$ cat src/rtl/fpm_pkg.sv
// Shared fp16 definitions for the shared multiplier scheduler and its datapath.
package fpm_pkg;

    localparam int FP16_EXP_W = 5;
    localparam int FP16_MAN_W = 10;
    localparam logic [FP16_EXP_W-1:0] FP16_BIAS = 5'd15;

    // Half-precision layout {sign, exp[4:0], man[9:0]}
    typedef struct packed {
        logic                  sign;
        logic [FP16_EXP_W-1:0] exp;
        logic [FP16_MAN_W-1:0] man;
    } fp16_t;

endpackage

$ cat src/rtl/fpm_core.sv
// Combinational fp16 multiply: truncating, no special-value handling,
// exponent wraps modulo 32.
module fpm_core
    import fpm_pkg::*;
(
    input  fp16_t i_a,
    input  fp16_t i_b,
    output fp16_t o_p
);

    logic [21:0]           w_prod;
    logic [FP16_EXP_W-1:0] w_exp_sum;

    // Significand product, biased exponent sum and one-bit normalisation
    always_comb begin
        o_p       = '0;
        w_prod    = 22'({1'b1, i_a.man}) * 22'({1'b1, i_b.man});
        w_exp_sum = i_a.exp + i_b.exp - FP16_BIAS;
        o_p.sign  = i_a.sign ^ i_b.sign;
        if (w_prod[21]) begin
            o_p.man = w_prod[20:11];
            o_p.exp = w_exp_sum + 5'd1;
        end else begin
            o_p.man = w_prod[19:10];
            o_p.exp = w_exp_sum;
        end
    end

endmodule

$ cat src/rtl/fpm_rr_sched.sv
// Round-robin scheduler sharing one fp16 multiplier between NREQ requesters.
// Two pipeline stages: S1 captures operands and tag, S2 holds the tagged
// product and drives rsp_* directly.
// Optional macro FPM_RR_SCHED_PRIO0_EN: requester 0 gets strict priority and
// the round-robin pointer rotates over requesters 1..NREQ-1 only.
//
// Handshake semantics (both sides): a beat transfers on a rising clk edge
// where valid && ready are both high. Producers hold valid and payload stable
// until ready is seen; ready may depend combinationally on valid, never the
// reverse. rsp_* is held stable while rsp_valid && !rsp_ready.
module fpm_rr_sched
    import fpm_pkg::*;
#(
    parameter int NREQ = 4,
    parameter int IDW  = $clog2(NREQ)
) (
    input  logic               clk,
    input  logic               rst_n,
    input  logic [NREQ-1:0]    req_valid,
    output logic [NREQ-1:0]    req_ready,
    input  logic [NREQ*16-1:0] req_a,
    input  logic [NREQ*16-1:0] req_b,
    output logic               rsp_valid,
    input  logic               rsp_ready,
    output logic [IDW-1:0]     rsp_id,
    output logic [15:0]        rsp_result,
    output logic               busy
);

`ifdef FPM_RR_SCHED_PRIO0_EN
    // Requester 0 is outside the rotation, so the pointer starts at 1
    localparam logic [IDW-1:0] PTR_RST = IDW'(1);
`else
    localparam logic [IDW-1:0] PTR_RST = '0;
`endif

    logic [IDW-1:0] r_ptr;
    logic           r_s1_valid;
    fp16_t          r_s1_a;
    fp16_t          r_s1_b;
    logic [IDW-1:0] r_s1_id;
    logic           r_s2_valid;
    fp16_t          r_s2_result;
    logic [IDW-1:0] r_s2_id;

    logic           w_found;
    logic [IDW-1:0] w_gid;
    logic [IDW-1:0] w_ptr_nxt;
    logic           w_s1_advance;
    logic           w_s1_accept;
    logic           w_xfer;
    fp16_t          w_product;

    // Grant search: first valid requester at or after the pointer, wrapping
    always_comb begin : arb
        logic [IDW:0] v_sum;
        w_found = 1'b0;
        w_gid   = '0;
        v_sum   = '0;
`ifdef FPM_RR_SCHED_PRIO0_EN
        if (req_valid[0]) begin
            w_found = 1'b1;
        end else begin
            for (int k = 0; k < NREQ - 1; k++) begin
                v_sum = {1'b0, r_ptr} + (IDW+1)'(k);
                if (v_sum >= (IDW+1)'(NREQ)) v_sum = v_sum - (IDW+1)'(NREQ - 1);
                if (!w_found && req_valid[v_sum[IDW-1:0]]) begin
                    w_found = 1'b1;
                    w_gid   = v_sum[IDW-1:0];
                end
            end
        end
`else
        for (int k = 0; k < NREQ; k++) begin
            v_sum = {1'b0, r_ptr} + (IDW+1)'(k);
            if (v_sum >= (IDW+1)'(NREQ)) v_sum = v_sum - (IDW+1)'(NREQ);
            if (!w_found && req_valid[v_sum[IDW-1:0]]) begin
                w_found = 1'b1;
                w_gid   = v_sum[IDW-1:0];
            end
        end
`endif
    end

    // Pointer value to adopt after a transfer to the granted requester
    always_comb begin
`ifdef FPM_RR_SCHED_PRIO0_EN
        w_ptr_nxt = r_ptr;
        if (w_gid != '0) begin
            w_ptr_nxt = (w_gid == IDW'(NREQ - 1)) ? IDW'(1) : w_gid + IDW'(1);
        end
`else
        w_ptr_nxt = (w_gid == IDW'(NREQ - 1)) ? '0 : w_gid + IDW'(1);
`endif
    end

    // Pipeline flow control and one-hot accept towards the requesters
    always_comb begin
        w_s1_advance = r_s1_valid && (!r_s2_valid || rsp_ready);
        w_s1_accept  = !r_s1_valid || w_s1_advance;
        w_xfer       = w_found && w_s1_accept;
        req_ready    = '0;
        if (w_xfer) req_ready[w_gid] = 1'b1;
    end

    fpm_core u_core (
        .i_a (r_s1_a),
        .i_b (r_s1_b),
        .o_p (w_product)
    );

    // Round-robin pointer: moves only on a transfer
    always_ff @(posedge clk) begin
        if (!rst_n) begin
            r_ptr <= PTR_RST;
        end else if (w_xfer) begin
            r_ptr <= w_ptr_nxt;
        end
    end

    // Stage 1: capture operands and tag of the granted requester
    always_ff @(posedge clk) begin
        if (!rst_n) begin
            r_s1_valid <= 1'b0;
            r_s1_a     <= '0;
            r_s1_b     <= '0;
            r_s1_id    <= '0;
        end else if (w_s1_accept) begin
            r_s1_valid <= w_xfer;
            if (w_xfer) begin
                r_s1_a  <= req_a[16*w_gid +: 16];
                r_s1_b  <= req_b[16*w_gid +: 16];
                r_s1_id <= w_gid;
            end
        end
    end

    // Stage 2: register the product; drains and refills in the same cycle
    always_ff @(posedge clk) begin
        if (!rst_n) begin
            r_s2_valid  <= 1'b0;
            r_s2_result <= '0;
            r_s2_id     <= '0;
        end else if (w_s1_advance) begin
            r_s2_valid  <= 1'b1;
            r_s2_result <= w_product;
            r_s2_id     <= r_s1_id;
        end else if (rsp_ready) begin
            r_s2_valid  <= 1'b0;
        end
    end

    assign rsp_valid  = r_s2_valid;
    assign rsp_id     = r_s2_id;
    assign rsp_result = r_s2_result;
    assign busy       = r_s1_valid || r_s2_valid;

endmodule

$ cat config.mk
export PLATFORM = sky130hd
export DESIGN_NAME = fpm_rr_sched
export DESIGN_NICKNAME = d
export VERILOG_FILES = /design/src/rtl/fpm_pkg.sv /design/src/rtl/fpm_core.sv /design/src/rtl/fpm_rr_sched.sv
export SDC_FILE = /design/constraint.sdc
export NUM_CORES = 1
export LEC_CHECK = 0
export BUFFER_PORTS_ARGS = -buffer_cell sky130_fd_sc_hd__buf_2
export CAP_MARGIN = 5
export CORE_ASPECT_RATIO = 0.9
export CORE_MARGIN = 10
export CORE_UTILIZATION = 55
export CTS_CLUSTER_DIAMETER = 40
export CTS_CLUSTER_SIZE = 14
export DETAILED_ROUTE_END_ITERATION = 10
export GPL_TIMING_DRIVEN = 0
export PLACE_DENSITY = 0.84
export SYNTH_ARGS = -nofsm -noshare
export SYNTH_HDL_FRONTEND = slang
export SYNTH_SLANG_ARGS = --single-unit
export TNS_END_PERCENT = 10
$ cat constraint.sdc
create_clock -name clk -period 9.65 [get_ports clk]
set_input_delay 1.4475 -clock clk [delete_from_list [all_inputs] [get_ports clk]]
set_output_delay 1.4475 -clock clk [all_outputs]
set_load 0.005 [all_outputs]
==> results of run 1 <==
[state kept, by name (all words and copies together) (netlist names)]
register,count
r_ptr,2
r_s1_a,16
r_s1_b,16
r_s1_id,2
r_s1_valid,1
rsp_id,2
rsp_result,16
rsp_valid,1
[layout make-up]
cell class / instances / area, µm² / share of cell area
repair buffers: 158 / 790.8 / 0.09285
inverters: 127 / 476.7 / 0.05597
clock inverters: 3 / 21.27 / 0.002497
well taps: 168 / 210.2 / 0.02468
flip-flops and latches: 56 / 1121 / 0.1316
clock buffers: 5 / 125.1 / 0.01469
multi-input cells: 665 / 5525 / 0.6487
plain buffers: 59 / 246.5 / 0.02894
[report_power, final]
| group | internal, mW | switching [mW] |
|---|---|---|
| sequential | 0.293 | 0.0495 |
| clock | 0.0967 | 0.0842 |
| combinational | 0.706 | 1.07 |
| total | 1.10 | 1.20 |
[stage by stage]
step | hold WS, ns | power, mW | setup WS (ns) | area (µm²)
after global routing | 0.4804 | 2.543 | 3.274 | 8517
after floorplan | 0.4315 | 1.616 | 4.202 | 7370
after detailed placement | 0.4526 | 2.087 | 3.595 | 8371
final | 0.4590 | 2.296 | 3.555 | 8517
after CTS | 0.4596 | 2.284 | 3.576 | 8517
after global placement | 0.4366 | 2.042 | 3.585 | 8371
[worst max-delay path, delay by kind of cell (launching register included)]
| family | cells | cell delay, ns |
|---|---|---|
| adder cells (fa/ha/maj) | 6 | 2.91 |
| AO/OA/AOI/OAI | 3 | 0.98 |
| buffers and inverters | 4 | 0.71 |
| AND/OR/NAND/NOR | 3 | 0.41 |
| flip-flops | 1 | 0.35 |
| multiplexers | 1 | 0.33 |
| XOR/XNOR | 1 | 0.29 |
[path summary, 6_finish.rpt]
kind	startpoint	end	slack, ns	cells past startpoint
setup reg to reg	r_s1_a[4]	rsp_result[9]	3.55	18
hold / removal	r_s1_id[0]	rsp_id[0]	0.46	2
setup / recovery	r_s1_a[4]	rsp_result[9]	3.55	18
hold reg to reg	r_s1_id[0]	rsp_id[0]	0.46	2
[cells by family after synthesis]
| group | after synthesis | share of synthesized area |
|---|---|---|
| muxes | 9 | 0.01324 |
| AOI/OAI and AO/OA | 176 | 0.1805 |
| DFF | 56 | 0.1521 |
| buffers and inverters | 186 | 0.09813 |
| and+or+nand+nor | 313 | 0.1981 |
| xor gates and xnor gates | 19 | 0.02513 |
| adders and majority gates | 148 | 0.3328 |
[cell usage in the layout (no fill, tap or decap), drive strengths merged, types with 4 or more instances in the layout]
cell type | Yosys | layout
and3 | 37 | 37
xor2 | 8 | 8
and2 | 38 | 38
inv | 127 | 128
a211oi | 37 | 37
nor2b | 4 | 4
nand2 | 174 | 174
mux2i | 6 | 6
buf | 10 | 168
a211o | 4 | 4
a21oi | 37 | 37
xnor2 | 11 | 11
o21ai | 18 | 18
a31oi | 5 | 5
a311o | 34 | 34
nor2 | 30 | 30
fa | 80 | 80
clkbuf | 49 | 54
dfxtp | 56 | 56
a21boi | 23 | 23
nand3 | 8 | 8
ha | 68 | 68
nor3 | 4 | 4
[layer usage]
layer / track usage / vias up / part of all wire
met3: 0.04323 / 54 / 0.073
met4: 0.06787 / 0 / 0.028
met2: 0.3982 / 305 / 0.48
met5: 0 / - / 0
met1: 0.2973 / 3317 / 0.42
li1: - / 3337 / -
==> results.sh, run 1 <==
export IMPL_synth_commonest_cells="nand2_1, inv_1, fa_1, ha_1, dfxtp_1"
export IMPL_worstMarginPinSlew_ns=0.6811
export IMPL_drv_cap=0
export IMPL_final_nets=1355
export IMPL_grt_util_all_layers=0.2343
export IMPL_timing_final_crit_share=0.6316
export IMPL_relSlewSlack=0.5427
export IMPL_vdd_drop_max_mv=0.2267
export IMPL_syn_avg_cell_area_um2=8.125
export IMPL_drive_above_1_share=0.1808
export IMPL_vias=7013
export IMPL_grt_max_degree=19
export IMPL_clock_sinks=56
export IMPL_finalNonFillerCells=1241
export IMPL_vias_per_cell=5.651
export IMPL_p_per_area_mw_per_mm2=269.6
export IMPL_ys_ff_latch=56
export IMPL_min_period_ns=6.095
export IMPL_required_ns=9.83
export IMPL_synth_edff_count=0
export IMPL_yosys_warnings=0
export IMPL_totalWireLength_um=21550
export IMPL_syn_area_mm2=0.007370
export IMPL_drt_pass1_iter_count=5
export IMPL_max_stage_delay_ns=0.55
export IMPL_grt_pass1_vias=7127
export IMPL_cts_setup_buffers=0
export IMPL_insertion_delay_ns=0.30
export IMPL_hpwl_um=18030
export IMPL_synth_distinct_cells=60
export IMPL_grt_pass1_wl_um=35110
export IMPL_hold_viol_final=0
export IMPL_row_count=40
export IMPL_area_growth_pct=15.57
export IMPL_worst_setup_path_end_kind="flop"
export IMPL_gp_congestion=0.9295
export IMPL_antenna_found_initial=0
export IMPL_drtIter0Drc=676
export IMPL_io_pins=159
export IMPL_fmaxAchievable_mhz=164.1
export IMPL_start_kind="flop"
export IMPL_dieWidth_um=142.0
export IMPL_coreArea_mm2=0.01321
export IMPL_cts_buffer_depth=2
export IMPL_clkTransAtPathRegs_ns=0.07
export IMPL_syn_inst=907
export IMPL_dpl_cell_count=1233
export IMPL_crit_chain="clkbuf_1 > inv_1 > nor2_1 > fa_1 > fa_1 > fa_1 > fa_1 > inv_1 > fa_1 > inv_1 > ha_1 > nor3_1 > a211oi_1 > a31oi_4 > xnor2_4 > mux2_4 > o311ai_1 > nand2_1"
export IMPL_yosysMostFrequentCell="nand2_1"
export IMPL_detail_route_antenna_nets=0
export IMPL_numCtsBuffers=5
export IMPL_finClkSkew_ns=0.007554
export IMPL_grt_ovfl_total=0
export IMPL_crit_arrival_ns=6.28
export IMPL_grt_setup_unrepaired="no"
export IMPL_worstPathMaxFanout=10
export IMPL_start_util=0.5578
export IMPL_yosys_area_top_type_share=0.2173
export IMPL_yosys_top_cells_area="fa_1, dfxtp_1, ha_1, nand2_1, inv_1"
export IMPL_ctsResizeCount=0
export IMPL_hold_buffers=0
export IMPL_die_area_mm2=0.01844
export IMPL_crit_slowest_cell="fa_1"
export IMPL_ys_seq_area_frac=0.1521
export IMPL_cts_root_buf="clkbuf_16"
export IMPL_crit_top_cell="fa_1"
export IMPL_syn_nets=1190
export IMPL_setup_viol=0
export IMPL_status="finished, final reports clean"
export IMPL_fin_setup_tns_ns=0
export IMPL_slew_viol_final=0
export IMPL_synth_top_cell_by_area="fa_1"
export IMPL_die_y_um=129.8
export IMPL_h_tree_depth=2
export IMPL_yosys_most_used_dff="dfxtp_1"
export IMPL_async_flop_share=0
export IMPL_route_detailed_drc=0
export IMPL_num_antenna_cells=0
export IMPL_hold_class="flop to flop"
export IMPL_tritoncts="built"
export IMPL_fill_cells=1138
export IMPL_port_buffers=158
export IMPL_utilization=0.6446
export IMPL_crit_type="flop to flop"
export IMPL_wl_per_cell_um=17.36
export IMPL_p_leak_nw=4.291
Note: power is estimated with default switching activity, not from simulation.
==> run 2: changes to the inputs <==
==> constraint.sdc (replaced) <==
create_clock -name clk -period 6.2 [get_ports clk]
set_input_delay 0.93 -clock clk [delete_from_list [all_inputs] [get_ports clk]]
set_output_delay 0.93 -clock clk [all_outputs]
set_load 0.005 [all_outputs]
==> run 2 against run 1 <==
Net effect: total power grew 56%; largest power group unchanged; register-to-register slack lost 3.3 ns; sequential power grew 65%; fmax grew 2.9%; via count shrank 0.21%.
==> results.sh, run 2 (same netlist as run 1, synthesis figures left out) <==
export IMPL_port_buffers=158
export IMPL_p_per_area_mw_per_mm2=420.2
export IMPL_hold_class="flop to flop"
export IMPL_power_total_mw=3.576
export IMPL_totalWireLength_um=21550
export IMPL_die_area_mm2=0.01844
export IMPL_timing_final_crit_share=0.9550
export IMPL_pwr_share_comb=0.763
export IMPL_die_y_um=129.8
export IMPL_row_count=40
export IMPL_max_stage_delay_ns=0.62
export IMPL_fmaxAchievable_mhz=168.9
export IMPL_grt_util_all_layers=0.2343
export IMPL_start_kind="flop"
export IMPL_hold_buffers=0
export IMPL_final_nets=1349
export IMPL_num_antenna_cells=0
export IMPL_crit_chain="inv_1 > nor2_1 > fa_1 > fa_1 > fa_1 > fa_1 > inv_1 > fa_1 > inv_1 > ha_1 > nor3_1 > a211oi_1 > a31oi_4 > xnor2_4 > mux2_4 > o311ai_1 > nand2_1"
export IMPL_hold_viol_final=0
export IMPL_grt_pass1_wl_um=35110
export IMPL_start_util=0.5578
export IMPL_mostFrequentLayoutCell="nand2_1"
export IMPL_worst_setup_path_end_kind="flop"
export IMPL_reg2reg_depth=17
export IMPL_slew_viol_final=0
export IMPL_status="finished, final reports clean"
export IMPL_p_leak_nw=4.315
export IMPL_clockPowerShare=0.079
export IMPL_wl_per_cell_um=17.45
export IMPL_vdd_drop_max_mv=0.3547
export IMPL_dieWidth_um=142.0
export IMPL_setup_viol=0
export IMPL_switching_share=0.5228
export IMPL_worstMarginPinSlew_ns=0.6710
export IMPL_cp_depth=17
export IMPL_fin_setup_tns_ns=0
export IMPL_holdPathStages=2
export IMPL_drtIter0Drc=589
export IMPL_area_growth_pct=15.50
export IMPL_tritoncts="built"
export IMPL_detail_route_antenna_nets=0
export IMPL_required_ns=6.38
export IMPL_dpl_cell_count=1233
export IMPL_coreArea_mm2=0.01321
export IMPL_clock_sinks=56
export IMPL_vias_per_cell=5.666
export IMPL_cts_root_buf="clkbuf_16"
export IMPL_relSlewSlack=0.5494
export IMPL_grt_ovfl_total=0
export IMPL_io_pins=159
export IMPL_drive_above_1_share=0.1912
export IMPL_grt_pass1_vias=7127
export IMPL_grt_setup_unrepaired="no"
export IMPL_antenna_found_initial=0
export IMPL_pre_cts_ws_ns=0.1455
export IMPL_route_detailed_drc=0
export IMPL_power_switching_mw=1.870
export IMPL_insertion_delay_ns=0.30
export IMPL_drv_cap=0
export IMPL_min_period_ns=5.921
export IMPL_crit_arrival_ns=6.10
export IMPL_worstPathMaxFanout=11
export IMPL_numCtsBuffers=5
export IMPL_h_tree_depth=2
export IMPL_vias=6998
export IMPL_crit_buf_inv=3
export IMPL_cts_buffer_depth=2
export IMPL_rrSetupSlack_ns=0.28
export IMPL_intPower_mw=1.707
export IMPL_drt_pass1_iter_count=5
export IMPL_most_common_layout_cells="nand2_1, buf_2, inv_1"
export IMPL_grt_max_degree=19
export IMPL_crit_slowest_cell="dfxtp_1"
export IMPL_hpwl_um=18030
export IMPL_finClkSkew_ns=0.005734
export IMPL_fill_cells=1134
export IMPL_crit_top_cell="fa_1"
export IMPL_pwr_share_seq=0.158
export IMPL_gp_congestion=0.9295
export IMPL_setup_ws_ns=0.2790
export IMPL_crit_type="flop to flop"
export IMPL_critPathTopFamily="adder cells"
export IMPL_finalNonFillerCells=1235
export IMPL_clkTransAtPathRegs_ns=0.07
-- run 2: power groups by stage --
stage | sequential (mW) | clock, mW | combinational, mW
detailed placement | 0.539 | 0 | 2.71
CTS | 0.532 | 0.286 | 2.74
global route | 0.579 | 0.302 | 3.08
finish | 0.565 | 0.283 | 2.73
floorplan | 0.519 | 0 | 2.00
global placement | 0.536 | 0 | 2.64
-- run 2: layer usage --
| metal | vias up | track usage | share of wire |
|---|---|---|---|
| met5 | - | 0 | 0 |
| met4 | 0 | 0.06787 | 0.027 |
| met3 | 51 | 0.04323 | 0.072 |
| met2 | 301 | 0.3982 | 0.48 |
| met1 | 3319 | 0.2973 | 0.42 |
| li1 | 3327 | - | - |
-- run 2: worst paths after layout --
kind | start | to
worst max-delay path | r_s1_a[4] | rsp_result[9]
worst min-delay path | r_s1_id[0] | rsp_id[0]
worst max register to register | r_s1_a[4] | rsp_result[9]
worst min register to register | r_s1_id[0] | rsp_id[0]
-- run 2: repair_timing --
item	CTS	global route
setup buffers	0	0
setup endpoints to repair	0	7
resized for setup	0	19
-- run 2: cell type report --
cell class	count	area [µm²]	area share
multi-input cells	665	5532	0.6499
flip-flops and latches	56	1121	0.1317
repair buffers	158	790.8	0.09290
inverters	127	476.7	0.05600
plain buffers	53	235.2	0.02763
well taps	168	210.2	0.02470
clock buffers	5	125.1	0.01470
clock inverters	3	21.27	0.002499
-- run 2: tightest hold or removal path: cells and delay by family (launching register included) --
kind,cells,cell delay (ns)
AO/OA/AOI/OAI,1,0.05
flip-flops,1,0.31
AND/OR/NAND/NOR,1,0.05
-- run 2: through the flow --
step           hold WS (ns)  cell area, µm²  utilization
6_report             0.4592            8512       0.6442
5_1_grt              0.4804            8512       0.6442
4_1_cts              0.4596            8517       0.6446
3_5_place_dp         0.4526            8371       0.6335
3_3_place_gp         0.4366            8371       0.6335
2_1_floorplan        0.4315            7370            -
==> run 3: changes to the inputs <==
--- a/config.mk
+++ b/config.mk
@@ -5,6 +5,7 @@
 export SDC_FILE = /design/constraint.sdc
 export NUM_CORES = 1
 export LEC_CHECK = 0
+export ABC_AREA = 1
 export BUFFER_PORTS_ARGS = -buffer_cell sky130_fd_sc_hd__buf_2
 export CAP_MARGIN = 5
 export CORE_ASPECT_RATIO = 0.9
@@ -14,7 +15,7 @@
 export CTS_CLUSTER_SIZE = 14
 export DETAILED_ROUTE_END_ITERATION = 10
 export GPL_TIMING_DRIVEN = 0
-export PLACE_DENSITY = 0.84
+export PLACE_DENSITY = 0.82
 export SYNTH_ARGS = -nofsm -noshare
 export SYNTH_HDL_FRONTEND = slang
 export SYNTH_SLANG_ARGS = --single-unit
==> run 3 against run 2 <==
Net effect: worst setup slack better by 0.11 ns; utilization up 0.18 points; routed wire length up 14%; critical path type unchanged; fmax up 1.9%; global-route usage up 0.76 points.
==> results.sh, run 3 <==
export IMPL_hold_buffers=0
export IMPL_antenna_found_initial=0
export IMPL_max_stage_delay_ns=0.57
export IMPL_cts_root_buf="clkbuf_16"
export IMPL_grt_util_all_layers=0.2420
export IMPL_yosysMostFrequentCell="nand2_1"
export IMPL_ys_seq_area_frac=0.1324
export IMPL_finClkSkew_ns=0.006275
export IMPL_syn_nets=1655
export IMPL_insertion_delay_ns=0.29
export IMPL_relSlewSlack=0.5565
export IMPL_tritoncts="built"
export IMPL_grt_pass1_vias=8366
export IMPL_slew_viol_final=0
export IMPL_syn_avg_cell_area_um2=6.170
export IMPL_area_growth_pct=13.89
export IMPL_grt_pass1_wl_um=40720
export IMPL_yosys_top_cells_area="nand2_1, fa_1, inv_1, dfxtp_1, ha_1"
export IMPL_ys_ff_latch=56
export IMPL_clock_sinks=56
export IMPL_multiInputGateArea_mm2=0.005728
export IMPL_critPathTopFamily="adder cells"
export IMPL_port_buffers=158
export IMPL_fill_cells=1418
export IMPL_route_detailed_drc=0
export IMPL_yosys_warnings=0
export IMPL_gp_congestion=0.9644
export IMPL_status="finished, final reports clean"
export IMPL_coreArea_mm2=0.01492
export IMPL_row_count=42
export IMPL_crit_slowest_cell="fa_1"
export IMPL_crit_buf_inv=8
export IMPL_start_kind="flop"
export IMPL_mostFrequentLayoutCell="nand2_1"
export IMPL_ctsResizeCount=0
export IMPL_grt_ovfl_total=0
export IMPL_async_flop_share=0
export IMPL_setup_viol=0
export IMPL_holdWs_ns=0.4656
export IMPL_worstMarginPinSlew_ns=0.6653
export IMPL_die_area_mm2=0.02076
export IMPL_start_util=0.5672
export IMPL_drtIter0Drc=686
export IMPL_finalNonFillerCells=1735
export IMPL_most_common_layout_cells="nand2_1, inv_1, buf_2"
export IMPL_grt_max_degree=17
export IMPL_hold_viol_final=0
export IMPL_worst_setup_path_end_kind="flop"
export IMPL_dieWidth_um=150.8
export IMPL_required_ns=6.38
export IMPL_numCtsBuffers=5
export IMPL_wl_per_cell_um=14.18
export IMPL_vias=8682
export IMPL_syn_inst=1372
export IMPL_cts_buffer_depth=2
export IMPL_fin_setup_tns_ns=0
export IMPL_fmaxAchievable_mhz=172.0
export IMPL_vias_per_cell=5.004
export IMPL_crit_arrival_ns=5.99
export IMPL_hpwl_um=21000
export IMPL_io_pins=159
export IMPL_dpl_cell_count=1728
export IMPL_cts_setup_buffers=0
export IMPL_grt_setup_unrepaired="no"
export IMPL_yosys_most_used_dff="dfxtp_1"
export IMPL_die_y_um=137.7
export IMPL_syn_area_mm2=0.008466
export IMPL_synth_commonest_cells="nand2_1, inv_1, nand3_1, nor2_1, fa_1"
export IMPL_num_antenna_cells=0
export IMPL_final_nets=1820
export IMPL_utilization=0.6460
export IMPL_final_seq_area_mm2=0.001121
export IMPL_rrSetupSlack_ns=0.39
export IMPL_synth_distinct_cells=32
export IMPL_hold_class="flop to flop"
export IMPL_drv_cap=0
export IMPL_totalWireLength_um=24600
export IMPL_worstPathMaxFanout=10
export IMPL_yosys_area_top_type_share=0.1991
export IMPL_h_tree_depth=2
export IMPL_synth_edff_count=0
export IMPL_drt_pass1_iter_count=8
export IMPL_clkTransAtPathRegs_ns=0.07
export IMPL_synth_top_cell_by_area="nand2_1"
export IMPL_timing_final_crit_share=0.9376
export IMPL_drive_above_1_share=0.1340
export IMPL_detail_route_antenna_nets=0
export IMPL_min_period_ns=5.813
export IMPL_crit_type="flop to flop"
[run 3: layout make-up]
type / count / area share
clock buffers: 5 / 0.01298
clock inverters: 2 / 0.001298
flip-flops and latches: 56 / 0.1163
plain buffers: 60 / 0.03413
inverters: 343 / 0.1335
well taps: 198 / 0.02569
multi-input cells: 913 / 0.5941
repair buffers: 158 / 0.08201
[run 3: kinds of logic (layout without fill, tap and decap cells)]
kind of cell	after synthesis	count (layout)	share of synthesized area
fa+ha+maj	148	148	0.2897
simple gates	683	683	0.3309
flops	56	56	0.1324
compound gates	71	71	0.04464
buf+inv	403	568	0.1910
xor+xnor	11	11	0.01138
[run 3: path summary, 6_finish.rpt]
path,startpoint,to,cells past startpoint
max reg2reg,r_s1_a[5],rsp_result[10],25
min reg2reg,rsp_result[4],rsp_result[4],2
max,r_s1_a[5],rsp_result[10],25
min,rsp_result[4],rsp_result[4],2
[run 3: worst min-delay path, cell delays in order, from the launching register on]
cell	delay, ns
dfxtp_1	0.31
nand2_1	0.06
a21oi_1	0.06
[run 3: metrics by stage]
| step | setup slack (ns) | cell area, µm² |
|---|---|---|
| floorplan | 1.194 | 8466 |
| global placement | 0.5198 | 9504 |
| detailed placement | 0.4639 | 9504 |
| CTS | 0.4025 | 9642 |
| global route | 0.0006524 | 9642 |
| finish | 0.3866 | 9642 |
[run 3: routing by layer]
layer  global-route usage  routed length (µm)  vias to the layer above
met3              0.04460                1872                       43
met5                    0                   0                        -
met1               0.3209               10740                     3969
met2               0.4064               11500                      330
met4              0.04220                 488                        0
li1                     -                   -                     4340
Power of run 3 is not shown: default switching activity piles up to over one toggle a cycle in this logic, so the estimate is an artifact.
